### src/rtl/if_id_reg.sv
// ---------------------------------------------------------------------------
// if_id_reg - IF/ID pipeline register with load-use stall and redirect flush
//
// Captures the fetched instruction word and its PC+4 each cycle. When the
// load in ID/EX writes a register that the instruction now in ID reads, the
// register holds its contents, and Hazard asks fetch to hold PC and ID/EX to
// insert a bubble. A branch (Flag) or jump (Jump) redirect discards the
// wrong-path fetch by loading a bubble. Two saturating counters record how
// many stall cycles and how many redirect cycles have occurred.
//
// Ports:
//   clk         rising-edge clock
//   rst         asynchronous active-low reset
//   Order       instruction word from fetch
//   FAOut       PC+4 of that instruction
//   Flag        branch taken (fetch redirect)
//   Jump        jump taken (fetch redirect)
//   ex_memread  instruction in ID/EX is a load
//   ex_rt       destination register of that load
//   cnt_clr     synchronous clear of both event counters
//   ID_Order    registered instruction for decode
//   ID_PC4      registered PC+4 for decode
//   ID_Valid    ID_Order holds a real instruction rather than a bubble
//   Hazard      stall request to fetch and bubble request to ID/EX
//   stall_cnt   number of cycles with Hazard asserted (saturating)
//   flush_cnt   number of redirect cycles (saturating)
// ---------------------------------------------------------------------------
module if_id_reg #(
  parameter logic [31:0] NOP   = 32'h0000_0000,
  parameter int          CNT_W = 16
) (
  input  logic             clk,
  input  logic             rst,
  input  logic [31:0]      Order,
  input  logic [31:0]      FAOut,
  input  logic             Flag,
  input  logic             Jump,
  input  logic             ex_memread,
  input  logic [4:0]       ex_rt,
  input  logic             cnt_clr,
  output logic [31:0]      ID_Order,
  output logic [31:0]      ID_PC4,
  output logic             ID_Valid,
  output logic             Hazard,
  output logic [CNT_W-1:0] stall_cnt,
  output logic [CNT_W-1:0] flush_cnt
);

  logic [4:0] id_rs;
  logic [4:0] id_rt;
  logic       redirect;
  logic       raw_hz;

  assign id_rs    = ID_Order[25:21];
  assign id_rt    = ID_Order[20:16];
  assign redirect = Flag | Jump;

  // A load into r0 never produces a value worth waiting for.
  assign raw_hz = ID_Valid & ex_memread & (ex_rt != 5'd0) &
                  ((ex_rt == id_rs) | (ex_rt == id_rt));

  // Redirect wins: stalling fetch during a redirect would drop the target.
  assign Hazard = raw_hz & ~redirect;

  always_ff @(posedge clk or negedge rst) begin
    if (!rst) begin
      ID_Order <= NOP;
      ID_PC4   <= 32'd0;
      ID_Valid <= 1'b0;
    end else if (redirect) begin
      ID_Order <= NOP;
      ID_PC4   <= 32'd0;
      ID_Valid <= 1'b0;
    end else if (!Hazard) begin
      ID_Order <= Order;
      ID_PC4   <= FAOut;
      ID_Valid <= 1'b1;
    end
  end

  // Clear takes priority over a same-cycle event, which is then not counted.
  always_ff @(posedge clk or negedge rst) begin
    if (!rst) begin
      stall_cnt <= '0;
      flush_cnt <= '0;
    end else if (cnt_clr) begin
      stall_cnt <= '0;
      flush_cnt <= '0;
    end else begin
      if (Hazard && (stall_cnt != '1))
        stall_cnt <= stall_cnt + CNT_W'(1);
      if (redirect && (flush_cnt != '1))
        flush_cnt <= flush_cnt + CNT_W'(1);
    end
  end

endmodule

### config.mk
export PLATFORM = sky130hd
export DESIGN_NAME = if_id_reg
export DESIGN_NICKNAME = d
export VERILOG_FILES = /design/src/rtl/if_id_reg.sv
export SDC_FILE = /design/constraint.sdc
export NUM_CORES = 1
export LEC_CHECK = 0
export ABC_AREA = 1
export CORE_ASPECT_RATIO = 1.75
export CORE_UTILIZATION = 42
export DETAILED_ROUTE_END_ITERATION = 16
export GPL_TIMING_DRIVEN = 0
export PLACE_DENSITY = 0.75
export SLEW_MARGIN = 20
export SYNTH_ARGS = -nofsm -noshare
export SYNTH_HDL_FRONTEND = slang
export SYNTH_SLANG_ARGS = --single-unit
### constraint.sdc
create_clock -name clk -period 5 [get_ports clk]
set_input_delay 1 -clock clk [delete_from_list [all_inputs] [get_ports clk]]
set_output_delay 1 -clock clk [all_outputs]
set_load 0.005 [all_outputs]
==> metrics <==
top-level port count=173; Yosys top cell by area=dfrtp_1; gr usage total=24.9%; hold crit path type=reg -> reg; standard-cell row count=51; Placer Congestion=0.884; CP required=4.00 ns; share of the synthesized area in the top cell type=50.9%; routed wire length per instance=14.9 µm; Leak=3.25 nW; power per cell area=242 mW/mm²; First-pass DRT Iterations=4; f_max=239 MHz; CTS clock-pin slew for the worst setup and hold paths=0.07 ns; Syn. warnings=0; Post-synth EDFFs=0; critical path capture point type=output port; first-pass GRT wire length=22300 µm; Setup TNS=0 ns; CTS root buf=clkbuf_16; Startpoint Class=input port; synthesized area per cell=7.76 µm²; Starting Density=43.0%; status=complete, no violations; Worst-Margin Slew=0.481 ns; critical path class=in -> out; GRT overflow=0; Max Slew Vio Count=0; Synth Register Bits=97; sw frac=24.4%; Synth Flop Type=dfrtp_1; Area Growth Syn to Fin=45.6%; Mapped Cells=615; CTS Buf Count=9; CP max FO=10; Chip Width=82.6 µm; sequential group share of total power=49.4%; dpl hpwl=10600 µm; FFs w/ async S/R, synth=100%; Cell variety after synth=31; Post-CTS Setup Repair Bufs=0; Mapped Area=0.00477 mm²; Final setup viols=0; register area share after synthesis=50.9%; max cap viols=0; diode count=0; Final Power=1.68 mW; Clock power frac=38.1%; DRC violation total after the first TritonRoute iteration=231; vias in the first global route=4798; net count after synthesis=692; leading cell type in the layout, fill and taps excluded=nand2_1; fin util=62.6%; H-tree depth=3; RSZ-0062 raised after global routing=no; Die Area=0.0118 mm²; IO Port Bufs=171; Clock Skew=0.00734 ns; ANT nets after route=0; Combinational Power Share=12.5%; max_slew headroom=67.7%; Nets=875; die span in y=143 µm; via density per instance=5.12; crit share post-route=83.5%; Core ar.=0.0111 mm²; Vias=4784; clock latency on the worst-skew pair=0.34 ns; DR DRC count=0; largest cells by area after synthesis=dfrtp_1 (51%), nand2_1 (17%), nand3_1 (10%); hold buffers post-CTS=0; Period minus WS final=4.18 ns; sw power=0.410 mW; routed wire length=13900 µm; clk sink count=97; clock buffer depth=2; CP arrival=3.18 ns; Final Hold Fails=0; initial antenna violation count=0; Power Internal=1.27 mW; reg2reg start=flush_cnt[0]$_DFFE_PN0P_; layout cells sized above 1=6.10%; post-cts resize count=0; crit path from=Jump; largest net degree at the start of global routing=56; most frequent cells in the layout=nand2_1 (222), clkdlybuf4s50_1 (170), dfrtp_1 (97), nand3_1 (97), nor2_1 (43); min-delay src=ID_PC4[0]$_DFFE_PN0P_; VDD IR-drop max=0.000214 V; CTS tree=built; fill count=1007
## critical path: stages
cell             delay [ns]
clkdlybuf4s50_1        0.39
or2_1                  0.32
nor2_1                 0.18
o21ai_0                0.13
inv_2                  0.10
nand2_2                0.15
inv_2                  0.15
buf_2                  0.23
clkdlybuf4s50_1        0.53
## stage by stage
stage | setup slack (ns) | cell area, µm² | std cells | hold slack (ns)
2_1_floorplan | 2.10 | 4770 | 615 | 0.472
3_3_place_gp | -0.740 | 6650 | 918 | 0.462
3_5_place_dp | 0.776 | 6680 | 919 | 0.469
4_1_cts | 0.771 | 6950 | 935 | 0.488
5_1_grt | 0.673 | 6950 | 935 | 0.492
6_report | 0.824 | 6950 | 935 | 0.483
## flip-flops by register name, summed over array words and instances, names as in the netlist
name       flops
ID_PC4        32
flush_cnt     16
ID_Order      32
ID_Valid       1
stall_cnt     16
## cell usage after synthesis (2+ instances only)
cell / count
nand2_1: 222
dfrtp_1: 97
nand3_1: 97
nor2_1: 43
inv_1: 35
o21ai_0: 24
nand4_1: 13
nor3_1: 12
clkbuf_1: 10
a21oi_1: 8
buf_2: 8
inv_2: 7
buf_1: 5
xnor2_1: 5
buf_6: 4
nand2_2: 4
nor2_4: 3
xor2_1: 3
ha_1: 2
nand2_4: 2
## cell families (layout without fill, tap and decap cells)
| logic type | after synthesis | count (layout) | synth area share (%) |
|---|---|---|---|
| XOR/XNOR | 8 | 8 | 1.47 |
| AO/OA/AOI/OAI | 34 | 34 | 3.65 |
| adder cells (fa/ha/maj) | 2 | 2 | 0.524 |
| flip-flops | 97 | 97 | 50.9 |
| buffers and inverters | 71 | 259 | 6.50 |
| AND/OR/NAND/NOR | 403 | 403 | 37.0 |
## final cells by class
type	count	area (µm²)	area share, %
Timing Repair Buffer	172	1740	25.0
Multi-Input combinational cell	447	2030	29.3
Sequential cell	97	2430	34.9
Clock inverter	6	42.5	0.612
Tap cell	132	165	2.38
Clock buffer	10	229	3.30
Inverter	43	161	2.32
Buffer	28	149	2.14
## power by group through the flow
stage | sequential [mW] | clock [mW] | combinational [mW]
final | 0.829 | 0.640 | 0.209
after global routing | 0.831 | 0.683 | 0.231
after CTS | 0.828 | 0.656 | 0.212
after detailed placement | 0.843 | 0 | 0.211
after global placement | 0.842 | 0 | 0.205
after floorplan | 0.844 | 0 | 0.0590
## layer usage
layer	vias to the layer above	GRT usage, %	routed length [µm]
met1	2244	25.4	5040
met2	178	44.8	7630
met4	0	10.3	264
met5	-	0	0
li1	2342	-	-
met3	20	8.37	1010
## worst paths after layout
path	end	slack (ns)	cells past startpoint
setup / recovery	Hazard	0.82	9
hold / removal	ID_PC4[0]$_DFFE_PN0P_	0.48	2
setup reg to reg	flush_cnt[12]$_DFFE_PN0P_	3.04	10
hold reg to reg	ID_PC4[0]$_DFFE_PN0P_	0.48	2
max in group asynchronous	ID_PC4[27]$_DFFE_PN0P_	3.81	2
min in group asynchronous	ID_Order[11]$_DFFE_PN0P_	0.57	1
No activity file was read; power rests on OpenSTA's default activity.
